**src/rtl/cipher_char_buffer_if.sv**
```systemverilog
// rtl/cipher_char_buffer_if.sv - handshake/status bundle between encryption stage, buffer and transmit side
//
// Purpose: groups the ciphertext write side, the valid/ready read side and the
// status outputs of cipher_char_buffer into one interface.
// Signals:
//   C_ready, Char_ciphertext, msg_end   - byte write qualifier, byte, end-of-message mark
//   err_invalid_ptxt                    - encryption stage rejected a plaintext character
//   clear                               - synchronous flush
//   out_data, out_last, out_valid       - FIFO head presented to the consumer
//   out_ready                           - consumer accepts the head
//   full, empty, count, msg_len         - occupancy and message-length status
//   overflow_err, ptxt_err              - sticky error flags
// Modports: slave = buffer view, master = producer/consumer view.

interface cipher_char_buffer_if #(
    parameter int ADDR_W = 4
) ();
    logic              C_ready;
    logic [7:0]        Char_ciphertext;
    logic              err_invalid_ptxt;
    logic              msg_end;
    logic              clear;
    logic [7:0]        out_data;
    logic              out_last;
    logic              out_valid;
    logic              out_ready;
    logic              full;
    logic              empty;
    logic [ADDR_W:0]   count;
    logic [7:0]        msg_len;
    logic              overflow_err;
    logic              ptxt_err;

    modport slave (
        input  C_ready, Char_ciphertext, err_invalid_ptxt, msg_end, clear, out_ready,
        output out_data, out_last, out_valid, full, empty, count, msg_len,
               overflow_err, ptxt_err
    );

    modport master (
        output C_ready, Char_ciphertext, err_invalid_ptxt, msg_end, clear, out_ready,
        input  out_data, out_last, out_valid, full, empty, count, msg_len,
               overflow_err, ptxt_err
    );
endinterface

```
**src/rtl/cipher_char_buffer.sv**
```systemverilog
// rtl/cipher_char_buffer.sv - FWFT ciphertext byte FIFO with message framing and sticky error flags
//
// Purpose: captures each ciphertext byte qualified by C_ready into a
// first-word-fall-through FIFO of {last, byte} entries, counts bytes of the
// current message, records dropped bytes and rejected plaintext, and streams
// the bytes out over a valid/ready handshake.
// Ports:
//   clk    - system clock, all state on the rising edge
//   rst_n  - asynchronous active-low reset
//   bus    - cipher_char_buffer_if.slave (write side, read side, status)

module cipher_char_buffer #(
    parameter int DEPTH  = 16,
    parameter int ADDR_W = 4
) (
    input  logic                  clk,
    input  logic                  rst_n,
    cipher_char_buffer_if.slave   bus
);

    localparam logic [ADDR_W:0]   LP_FULL_CNT = (ADDR_W + 1)'(DEPTH);
    localparam logic [ADDR_W:0]   LP_CNT_ONE  = (ADDR_W + 1)'(1);
    localparam logic [ADDR_W-1:0] LP_PTR_ONE  = ADDR_W'(1);

    logic [8:0]        r_mem [DEPTH];
    logic [ADDR_W-1:0] r_wr_ptr;
    logic [ADDR_W-1:0] r_rd_ptr;
    logic [ADDR_W:0]   r_count;
    logic [7:0]        r_msg_len;
    logic              r_overflow_err;
    logic              r_ptxt_err;

    logic              w_full;
    logic              w_empty;
    logic              w_wr_en;
    logic              w_rd_en;
    logic              w_drop;
    logic [8:0]        w_head;

    // Full/empty come from the registered count only, so a write this cycle
    // can never make out_valid rise combinationally.
    assign w_full  = (r_count == LP_FULL_CNT);
    assign w_empty = (r_count == '0);

    // Flags are judged on start-of-cycle state: a read in the same cycle does
    // not free a slot for a write into a full FIFO. clear suppresses both.
    assign w_wr_en = bus.C_ready && !w_full && !bus.clear;
    assign w_rd_en = bus.out_ready && !w_empty && !bus.clear;
    assign w_drop  = bus.C_ready && w_full;

    assign w_head  = r_mem[r_rd_ptr];

    // Storage holds no reset; occupancy decides what is meaningful.
    always_ff @(posedge clk) begin
        if (w_wr_en) begin
            r_mem[r_wr_ptr] <= {bus.msg_end, bus.Char_ciphertext};
        end
    end

    always_ff @(posedge clk or negedge rst_n) begin
        if (!rst_n) begin
            r_wr_ptr <= '0;
            r_rd_ptr <= '0;
            r_count  <= '0;
        end else if (bus.clear) begin
            r_wr_ptr <= '0;
            r_rd_ptr <= '0;
            r_count  <= '0;
        end else begin
            if (w_wr_en) begin
                r_wr_ptr <= r_wr_ptr + LP_PTR_ONE;
            end
            if (w_rd_en) begin
                r_rd_ptr <= r_rd_ptr + LP_PTR_ONE;
            end
            if (w_wr_en && !w_rd_en) begin
                r_count <= r_count + LP_CNT_ONE;
            end else if (w_rd_en && !w_wr_en) begin
                r_count <= r_count - LP_CNT_ONE;
            end
        end
    end

    // Message length counts accepted bytes; the accepted last byte closes the
    // message so the next message starts from zero.
    always_ff @(posedge clk or negedge rst_n) begin
        if (!rst_n) begin
            r_msg_len <= '0;
        end else if (bus.clear) begin
            r_msg_len <= '0;
        end else if (w_wr_en) begin
            if (bus.msg_end) begin
                r_msg_len <= '0;
            end else if (r_msg_len != 8'hFF) begin
                r_msg_len <= r_msg_len + 8'd1;
            end
        end
    end

    always_ff @(posedge clk or negedge rst_n) begin
        if (!rst_n) begin
            r_overflow_err <= 1'b0;
            r_ptxt_err     <= 1'b0;
        end else if (bus.clear) begin
            r_overflow_err <= 1'b0;
            r_ptxt_err     <= 1'b0;
        end else begin
            if (w_drop) begin
                r_overflow_err <= 1'b1;
            end
            if (bus.err_invalid_ptxt) begin
                r_ptxt_err <= 1'b1;
            end
        end
    end

    assign bus.out_valid    = !w_empty;
    assign bus.out_data     = w_empty ? 8'h00 : w_head[7:0];
    assign bus.out_last     = w_empty ? 1'b0  : w_head[8];
    assign bus.full         = w_full;
    assign bus.empty        = w_empty;
    assign bus.count        = r_count;
    assign bus.msg_len      = r_msg_len;
    assign bus.overflow_err = r_overflow_err;
    assign bus.ptxt_err     = r_ptxt_err;

endmodule

```
**src/flat_wrapper.sv**
```systemverilog
// flat-port wrapper written by rule: the top's interface ports become plain ports
module cipher_char_buffer_flat 
#(
    parameter int DEPTH  = 16,
    parameter int ADDR_W = 4
)
  (clk, rst_n, bus_C_ready, bus_Char_ciphertext, bus_err_invalid_ptxt, bus_msg_end, bus_clear, bus_out_ready, bus_out_data, bus_out_last, bus_out_valid, bus_full, bus_empty, bus_count, bus_msg_len, bus_overflow_err, bus_ptxt_err);
  cipher_char_buffer_if #(.ADDR_W(ADDR_W)) bus_i ();
  input  logic clk;
  input  logic rst_n;
  input wire logic [$bits(bus_i.C_ready)-1:0] bus_C_ready;
  input wire logic [$bits(bus_i.Char_ciphertext)-1:0] bus_Char_ciphertext;
  input wire logic [$bits(bus_i.err_invalid_ptxt)-1:0] bus_err_invalid_ptxt;
  input wire logic [$bits(bus_i.msg_end)-1:0] bus_msg_end;
  input wire logic [$bits(bus_i.clear)-1:0] bus_clear;
  input wire logic [$bits(bus_i.out_ready)-1:0] bus_out_ready;
  output wire logic [$bits(bus_i.out_data)-1:0] bus_out_data;
  output wire logic [$bits(bus_i.out_last)-1:0] bus_out_last;
  output wire logic [$bits(bus_i.out_valid)-1:0] bus_out_valid;
  output wire logic [$bits(bus_i.full)-1:0] bus_full;
  output wire logic [$bits(bus_i.empty)-1:0] bus_empty;
  output wire logic [$bits(bus_i.count)-1:0] bus_count;
  output wire logic [$bits(bus_i.msg_len)-1:0] bus_msg_len;
  output wire logic [$bits(bus_i.overflow_err)-1:0] bus_overflow_err;
  output wire logic [$bits(bus_i.ptxt_err)-1:0] bus_ptxt_err;
  assign bus_i.C_ready = bus_C_ready;
  assign bus_i.Char_ciphertext = bus_Char_ciphertext;
  assign bus_i.err_invalid_ptxt = bus_err_invalid_ptxt;
  assign bus_i.msg_end = bus_msg_end;
  assign bus_i.clear = bus_clear;
  assign bus_i.out_ready = bus_out_ready;
  assign bus_out_data = bus_i.out_data;
  assign bus_out_last = bus_i.out_last;
  assign bus_out_valid = bus_i.out_valid;
  assign bus_full = bus_i.full;
  assign bus_empty = bus_i.empty;
  assign bus_count = bus_i.count;
  assign bus_msg_len = bus_i.msg_len;
  assign bus_overflow_err = bus_i.overflow_err;
  assign bus_ptxt_err = bus_i.ptxt_err;
  cipher_char_buffer #(.DEPTH(DEPTH), .ADDR_W(ADDR_W)) u_core (.clk(clk), .rst_n(rst_n), .bus(bus_i));
endmodule
```
**config.mk**
```make
export PLATFORM = sky130hd
export DESIGN_NAME = cipher_char_buffer_flat
export DESIGN_NICKNAME = d
export VERILOG_FILES = /design/src/rtl/cipher_char_buffer_if.sv /design/src/rtl/cipher_char_buffer.sv /design/src/flat_wrapper.sv
export SDC_FILE = /design/constraint.sdc
export NUM_CORES = 1
export LEC_CHECK = 0
export CAP_MARGIN = 20
export CORE_MARGIN = 2
export CORE_UTILIZATION = 52
export CTS_CLUSTER_DIAMETER = 30
export DETAILED_ROUTE_END_ITERATION = 8
export PLACE_DENSITY_LB_ADDON = 0.2
export SLEW_MARGIN = 10
export SYNTH_ARGS = -nofsm -noshare
export SYNTH_HDL_FRONTEND = slang
export SYNTH_SLANG_ARGS = --single-unit
```
**constraint.sdc**
```tcl
create_clock -name clk -period 3.2 [get_ports clk]
set_input_delay 0.64 -clock clk [delete_from_list [all_inputs] [get_ports clk]]
set_output_delay 0.64 -clock clk [all_outputs]
set_load 0.03 [all_outputs]
```
# Word level (Yosys, flattened, before mapping)
# Memory sizes are Yosys's and may differ from the RTL's.
# Index checks and enable logic that the tools add are counted.
[classes]
n_addsub = 5
eq_ne = 2
n_mux = 19
n_reduce_logical = 20
[ops]
columns = ["op", "count"]
rows = [
  ["$mux 8", 5],
  ["$mux 4", 4],
  ["$mux 5", 3],
  ["$add 4x1->4 const B", 2],
  ["$add 8x1->8 const B", 1],
  ["$ne 8x8->1 const B", 1],
  ["$reduce_bool 2->1", 4],
  ["$logic_and 1x1->1", 7],
  ["$mux 1", 7],
  ["$reduce_bool 3->1", 2],
  ["$add 5x1->5 const B", 1],
  ["$eq 5x5->1 const B", 1],
  ["$logic_not 1->1", 5],
  ["$logic_not 5->1", 1],
  ["$sub 5x1->5 const B", 1],
  ["$reduce_and 2->1", 1],
]
[word_totals]
reg_bits = 23
ramBits = 144
in_bits = 15
out_inout_bits = 27
elab_cells = 53
mem_count = 1
[memory_table]
columns = ["name", "words", "word_bits", "rd", "rd_clocked_by_memory_dff", "write_ports", "line", "rtl"]
rows = [
  ["u_core.r_mem", 16, 9, 1, 0, 1, "cipher_char_buffer.sv:25", "logic [8:0] r_mem [DEPTH];"],
]

# Longest topological paths before layout
# Gate-level depths: netlist (run 1).
[depth]
ltp_word = 9
mapped_depth = 10
mapped_depth_nobuf = 9

# Worst setup path before layout (run 1)
# Ideal clock, no wire load.
[synth_timing]
kind = "flip-flop to flip-flop"
from = "register u_core.r_count[0], in the netlist u_core.bus.count[0]"
to = "register u_core.r_count[4], in the netlist u_core.bus.count[4]"
setup_time_ps = 133
t_arrival_ps = 2739
required_time_ps = 3067
path_slack_ps = 327
path_stages_with_launch = 10
n_path_buf = 0
synth_period_minus_slack_ps = 2873
cell_sequence = "dfrtp_1 -> or4_4 -> o21ai_4 -> nand3b_1 -> fa_1 -> a21o_1 -> a21o_1 -> nor3_1 -> o21ai_0 -> nor3b_2"
[synth_between]
elab_chain_len = 8
word_cells_on_any_way = 18
classes_between = "add/sub (2); eq/ne (1); mux (3); reduce/logical (12)"
[synth_rtl]
columns = ["element", "line", "rtl"]
rows = [
  ["start: declaration", "cipher_char_buffer.sv:28", "logic [ADDR_W:0] r_count;"],
  ["start signal: assignment", "cipher_char_buffer.sv:77", "r_count <= r_count + LP_CNT_ONE;"],
  ["start signal: assignment", "cipher_char_buffer.sv:79", "r_count <= r_count - LP_CNT_ONE;"],
  ["parallel branches: the longest is 8 deep, another holds $sub 5x1->5", "-", ""],
]
# Parallel ways; which one is timed is not known. The select of a mux whose other input is x is not followed.
# A chain may end at the register's enable or synchronous reset.

# Final worst setup path (run 1)
[layout_timing]
from = "register u_core.r_count[0], in the netlist u_core.bus.count[0]"
to = "output bus_empty"
[layout_between]
elab_chain_len = 1
[layout_rtl]
columns = ["element", "line", "rtl"]
rows = [
  ["$logic_not 5->1", "cipher_char_buffer.sv:43", "assign w_empty = (r_count == '0);"],
  ["end: declaration", "flat_wrapper.sv:21", "output wire logic [$bits(bus_i.empty)-1:0] bus_empty;"],
]
# Every way passes these cells.

==> metrics.md, run 1 <==
| Metric | Value |
|---|---|
| Status | complete, no violations |
| Clock sinks | around 170 |
| Fin crit period | a little over 3 ns |
| Worst-Skew Late Latency | 0.42 ns |
| Most common cell after layout, fill and taps aside | edfxtp_1 |
| Synth cell types | 42 |
| Post-Syn Area | approximately 6900 µm² |
| Final Hold Vio Count | 0 |
| Ys Warns | 0 |
| Required time worst endpoint | around 2.6 ns |
| Reg2reg start | u_core.bus.count[0] |
| Crit-path cells | nor4_2 -> nand2b_1 -> inv_1 -> clkdlybuf4s50_1 |
| RSZ-0062 raised after global routing | no |
| Syn_area_per_cell | 18.0 µm² |
| DR pass1 iterations | 4 |
| Layout cells sized above 1 | 0.242 |
| Initial antenna violation count | 0 |
| Post-synthesis simple-gate area fraction | 0.0618 |
| Via count | about 3700 |
| Min-delay src | u_core.bus.overflow_err |
| Fmax | 0.329 GHz |
| Internal power | between 4 and 5 mW |
| Initial Util | 0.528 |
| CP max stage cell | clkdlybuf4s50_1 |
| Detailed placement HPWL | between 8000 and 9000 µm |
| Comb power frac | 0.264 |
| Largest net degree at the start of global routing | 28 |
| Number of max-cap violations | 0 |
| CTS Root Cell | clkbuf_16 |
| Startpoint types | flop |
| Syn nets | slightly above 400 |
| Crit-path max cell delay | 0.67 ns |
| Area of the multi-input gates | 1940 µm² |
| Die Height | ~120 µm |
| Final worst path period share | 0.948 |
| Antenna Violating Nets Remaining | 0 |
| Final wirelength | ~13000 µm |
| CP startpoint | u_core.bus.count[0] |
| CP Class | reg2out |
| Final #Nets | 480 |
| Largest family of logic cells by synthesized area | multiplexers |
| # IOs | 42 |
| Layout area overhead | 19.9% |
| Synth Area in Adders | 0.0210 |
| CTS buffer count | 17 |
| Switching pwr | between 1.5 and 2 mW |
| Post-synth ARST share | 0.138 |
| Global Route Usage Sum | 0.201 |
| Inserted Diodes | 0 |
| Most frequent cells in the layout | edfxtp_1 (144), mux4_2 (36), buf_4 (33) |
| Die Wd | roughly 120 µm |
| Switch share | 0.282 |
| Final Max Slew Viols | 0 |
| Worst slack, placed | ~0.14 ns |
| Peak supply drop | roughly 0.00042 V |
| Die area | ~14000 µm² |
| Register area share after synthesis | 0.709 |
| CTS tree | done |
| Ys flop type | edfxtp_1 |
| Core region area | roughly 13000 µm² |
| Port bufs | 41 |
| Synth Area in Compound Gates | 0.0371 |
| Pwr dens | just over 700 nW/µm² |
| Clock Skew | between 0.005 and 0.006 ns |
| Final count of negative-setup-slack endpoints | 0 |
| Worst-margin pin slew | 0.913 ns |
| Multiplexer share of the synthesized area | 0.145 |
| Clk buf depth | 2 |
| Crit-path max FO | 7 |
| Row cnt | 42 |
| Remaining global-route overflow | 0 |
| Hold-fix buffers, CTS | 0 |
| XOR/XNOR share of the synthesized area | 0.0114 |
| Reg power frac | 0.423 |
| Htree depth | 4 |
| Wire length per cell | 20.6 µm |
| Number of global-route vias before repair | around 3700 |
| Vias per cell | between 5 and 6 |
| Register area | ~4900 µm² |
| Yosys reg bits | ~170 |
| First-pass GRT wire length | 20600 µm |
| EDFF count, synth | 144 |
| Slew HR | 0.389 |
| Arrival time at the worst endpoint | between 2 and 2.5 ns |
| Fill cell count | approximately 930 |
| Worst min path class | reg2reg |
| DRC | 0 |
| Placer Congestion | around 0.75 |
| DR iter-0 viols | 316 |
| Post-synthesis cell count | around 380 |
| CP endpoint kind | output port |
| Worst-path clk slew | 0.06 ns |
| Clock power share | 0.314 |
| Leak | roughly 2.8 nW |
| Setup_tns | 0 ns |
| Worst setup margin | between 0.15 and 0.2 ns |
[repair_timing]
action,in CTS,in global routing
resized for setup,0,2
setup endpoints to repair,0,2
setup buffers,0,0
[cell usage after synthesis, drive strengths merged (2+ instances only)]
library cell,count,area share
nor4,6,0.0063
xnor2,3,0.0038
o31ai,2,0.0022
xor2,6,0.0076
nand2b,8,0.0072
o21ai,11,0.0096
o22ai,9,0.0082
buf,11,0.0082
and3,2,0.0018
nand4,3,0.0027
nor2,23,0.012
a21oi,8,0.0058
inv,3,0.0016
clkbuf,8,0.0045
dfrtp,23,0.083
mux4,36,0.12
nand2,13,0.0071
ha,10,0.018
edfxtp,144,0.63
nand3,8,0.0058
or3,4,0.0036
and2,2,0.0018
a21o,5,0.0056
nand3b,4,0.0043
mux2i,19,0.028
nor3,4,0.0029
[logic make-up after synthesis]
family / after synthesis
buffers and inverters: 22
flip-flops: 167
adder cells (fa/ha/maj): 11
AND/OR/NAND/NOR: 81
AO/OA/AOI/OAI: 39
XOR/XNOR: 9
multiplexers: 55
[per-layer routing]
metal,GRT usage,wire [µm]
met1,0.253,5670
met2,0.334,6740
met3,0.0546,561
met4,0.0751,274
met5,0,0
[registers in the layout, indices dropped and copies added (netlist names)]
signal,count
u_core.r_mem,144
u_core.r_rd_ptr,4
u_core.bus.count,5
u_core.bus.ptxt_err,1
u_core.bus.overflow_err,1
u_core.bus.msg_len,8
u_core.r_wr_ptr,4
[final cells by class]
cell class              count  share of cell area
flip-flops and latches    167               0.592
multi-input cells         195               0.234
repair buffers             70              0.0807
clock buffers              19              0.0523
well taps                 176              0.0266
clock inverters            13              0.0136
inverters                   3             0.00136
[through the flow]
step	power (mW)	area, µm²	utilization	hold WS (ns)	cells
detailed placement	4.19	7730	0.591	0.493	611
floorplan	3.62	6910	-	0.344	384
CTS	6.08	8280	0.633	0.517	643
global placement	4.16	7730	0.591	0.480	611
global route	6.28	8280	0.633	0.571	643
finish	6.02	8280	0.633	0.515	643
[power groups by stage]
| stage | clock network, mW | logic, mW | registers, mW |
|---|---|---|---|
| 3_3_place_gp | 0 | 1.58 | 2.58 |
| 6_report | 1.89 | 1.59 | 2.54 |
| 4_1_cts | 1.93 | 1.61 | 2.54 |
| 2_1_floorplan | 0 | 1.02 | 2.60 |
| 3_5_place_dp | 0 | 1.60 | 2.59 |
| 5_1_grt | 2.02 | 1.71 | 2.56 |
[path summary, 6_finish.rpt]
check	to	slack (ns)	cells after the start
setup / recovery	bus_empty	0.17	4
setup reg to reg	u_core.bus.count[4]	0.20	9
min in group asynchronous	u_core.bus.msg_len[6]	0.74	1
max in group asynchronous	u_core.r_rd_ptr[0]	1.83	2
hold reg to reg	u_core.bus.overflow_err	0.51	2
hold / removal	u_core.bus.overflow_err	0.51	2
[worst max-delay path, delay by kind of cell (launching register included)]
kind                   cells  cell delay [ns]
buffers and inverters      2             0.77
DFF                        1             0.47
and+or+nand+nor            2             0.75
No activity file was read; power rests on OpenSTA's default activity.
==> inputs of run 2 (changes only) <==
- CORE_MARGIN: 2 -> 3
- HOLD_SLACK_MARGIN: not set -> 0.12
==> run 2 against run 1 <==
Setup slack better by 0.038 ns; design area is 1.0% higher; core utilization is 1.9 points higher; first-iteration DRC count is 19% higher; largest cell class unchanged.
==> metrics.md, run 2 (same netlist as run 1, synthesis figures left out) <==
| Metric | Value |
|---|---|
| Status | complete, no violations |
| Clock power share | 0.355 (+0.041) |
| Final wirelength | 13500 µm (+1.7%) |
| Most frequent cells in the layout | edfxtp_1 (144), mux4_2 (36), buf_4 (34) |
| Leak | 2.80 nW (+1.5%) |
| Met2 Usage GRT | 0.329 (-0.00548) |
| Met3 usage | 0.0503 (-0.00425) |
| Peak supply drop | 0.000589 V (+40%) |
| GR peak layer | met2 |
| GR Layer Usage met1 | 0.259 (+0.00556) |
| Placer Congestion | 0.771 (+3.0%) |
| Setup_tns | 0 ns (unchanged) |
| Port bufs | 41 (unchanged) |
| Slew HR | 0.376 (-0.0134) |
| CP endpoint kind | output port |
| CTS tree | done |
| Worst-path clk slew | 0.06 ns (about the same) |
| Global Route Usage Sum | 0.201 (+0.000529) |
| Top reg by flops | u_core.r_mem |
| Core region area | 12800 µm² (-2.0%) |
| Cells after DPL | 606 (-0.82%) |
| Layout area overhead | 21.2% |
| Worst-Skew Late Latency | 0.42 ns (about the same) |
| Final worst path period share | 0.936 (-0.0120) |
| Clock Skew | 0.0105 ns (+0.00494 ns) |
| Remaining global-route overflow | 0 (unchanged) |
| Pwr dens | 760 nW/µm² (+4.6%) |
| Most common cell after layout, fill and taps aside | edfxtp_1 |
| Final Hold Vio Count | 0 (unchanged) |
| Clk buf depth | 2 (unchanged) |
| Antenna Violating Nets Remaining | 0 (unchanged) |
| Final Max Slew Viols | 0 (unchanged) |
| DR pass1 iterations | 5 (+1) |
| Number of global-route vias before repair | 3746 (+0.78%) |
| DRC | 0 (unchanged) |
| Die area | 14700 µm² (+3.4%) |
| Die Height | 121 µm (+1.7%) |
| Register area | 4900 µm² (unchanged) |
| First-pass GRT wire length | 21200 µm (+2.7%) |
| Arrival time at the worst endpoint | 2.36 ns (-0.03 ns) |
| Max reg flops | 144 (unchanged) |
| Cell Count, Final, Fillers Out | 638 (-0.78%) |
| # IOs | 42 (unchanged) |
| Required time worst endpoint | 2.56 ns (about the same) |
| Worst-margin pin slew | 0.933 ns (+0.0200 ns) |
| Via count | 3671 (-0.30%) |
| Row cnt | 41 (-2.4%) |
| Startpoint types | flop |
| RSZ-0062 raised after global routing | no |
| CTS Root Cell | clkbuf_16 |
| Wire length per cell | 21.1 µm (+2.5%) |
| Initial antenna violation count | 0 (unchanged) |
| Largest net degree at the start of global routing | 33 (+18%) |
| Final count of negative-setup-slack endpoints | 0 (unchanged) |
| Layout cells sized above 1 | 0.251 (+0.00910) |
| Switch share | 0.273 (-0.00863) |
| Comb power frac | 0.246 (-0.018) |
| Die Wd | 121 µm (+1.7%) |
| Number of max-cap violations | 0 (unchanged) |
| Final #Nets | 479 (-0.21%) |
| Area of the multi-input gates | 1950 µm² (+0.45%) |
| Initial Util | 0.539 (+0.0107) |
| Crit-path max FO | 7 (unchanged) |
| Fmax | 0.334 GHz (+1.3%) |
| Inserted Diodes | 0 (unchanged) |
| Internal power | 4.62 mW (+6.9%) |
| Fill cell count | 914 (-2.0%) |
| Clock sinks | 167 (unchanged) |
| CTS buffer count | 17 (unchanged) |
| CP Class | reg2out |
| Post-CTS Setup Inserts | 0 (unchanged) |
| DR iter-0 viols | 377 (+19%) |
| Fin crit period | 3.00 ns (-0.0385 ns) |
| Reg power frac | 0.399 (-0.024) |
| Worst min path class | reg2reg |
| Htree depth | 4 (unchanged) |
| Switching pwr | 1.74 mW (+2.4%) |
| Detailed placement HPWL | 8580 µm (+0.69%) |
| Vias per cell | 5.75 (+0.48%) |
-- run 2: cell count changes in the layout (fill, tap and decap cells not counted) --
cell	delta
clkbuf_1	-1
nor4_2	-1
buf_4	+1
clkinv_2	-1
clkinv_4	+2
buf_12	-2
nor4_4	+1
clkinv_1	-4
bufinv_16	+4
-- run 2: path summary, 6_finish.rpt --
check / from / endpoint / slack (ns) / cells past startpoint
worst max-delay path: u_core.bus.count[0] / bus_empty / 0.20 / 4
worst min-delay path: u_core.bus.ptxt_err / u_core.bus.ptxt_err / 0.50 / 2
worst max register to register: u_core.bus.count[0] / u_core.bus.count[4] / 0.23 / 9
worst min register to register: u_core.bus.ptxt_err / u_core.bus.ptxt_err / 0.50 / 2
max in group asynchronous: rst_n / u_core.r_rd_ptr[0] / 1.84 / 2
min in group asynchronous: rst_n / u_core.bus.msg_len[6] / 0.74 / 1
-- run 2: what timing repair did --
action	CTS	global route
endpoints found under the hold margin	0	0
resized for setup	0	3
setup endpoints to repair	0	9
hold buffers	0	0
-- run 2: routing by layer --
layer	up-vias	part of all wire
met2	124	0.51
met5	-	0
li1	1673	-
met1	1848	0.41
met4	0	0.024
met3	26	0.062
-- run 2: worst max-delay path: stages, from the launching register on --
cell and delay (ns):
dfrtp_1 0.49, nor4_4 0.40, nand2b_1 0.27, inv_1 0.10, clkdlybuf4s50_1 0.68
-- run 2: per-stage QoR --
step	total power [mW]	util	worst slack [ns]	hold slack [ns]	area, µm²
global route	6.60	0.653	0.0743	0.545	8370
global placement	4.11	0.600	0.257	0.482	7700
floorplan	3.62	-	0.327	0.344	6910
finish	6.36	0.653	0.204	0.503	8370
CTS	6.39	0.652	0.0639	0.504	8360
detailed placement	4.15	0.600	0.187	0.491	7700
-- run 2: power groups by stage --
| stage | clock [mW] | sequential, mW | combinational, mW |
|---|---|---|---|
| 5_1_grt | 2.38 | 2.55 | 1.68 |
| 2_1_floorplan | 0 | 2.60 | 1.02 |
| 3_5_place_dp | 0 | 2.58 | 1.57 |
| 4_1_cts | 2.28 | 2.53 | 1.57 |
| 3_3_place_gp | 0 | 2.57 | 1.55 |
| 6_report | 2.26 | 2.54 | 1.56 |
-- run 2: layout make-up --
type | instances | share of cell area
flip-flops and latches | 167 | 0.586
multi-input cells | 195 | 0.233
repair buffers | 69 | 0.0759
clock buffers | 18 | 0.0513
clock inverters | 14 | 0.0275
well taps | 172 | 0.0257
inverters | 3 | 0.00135
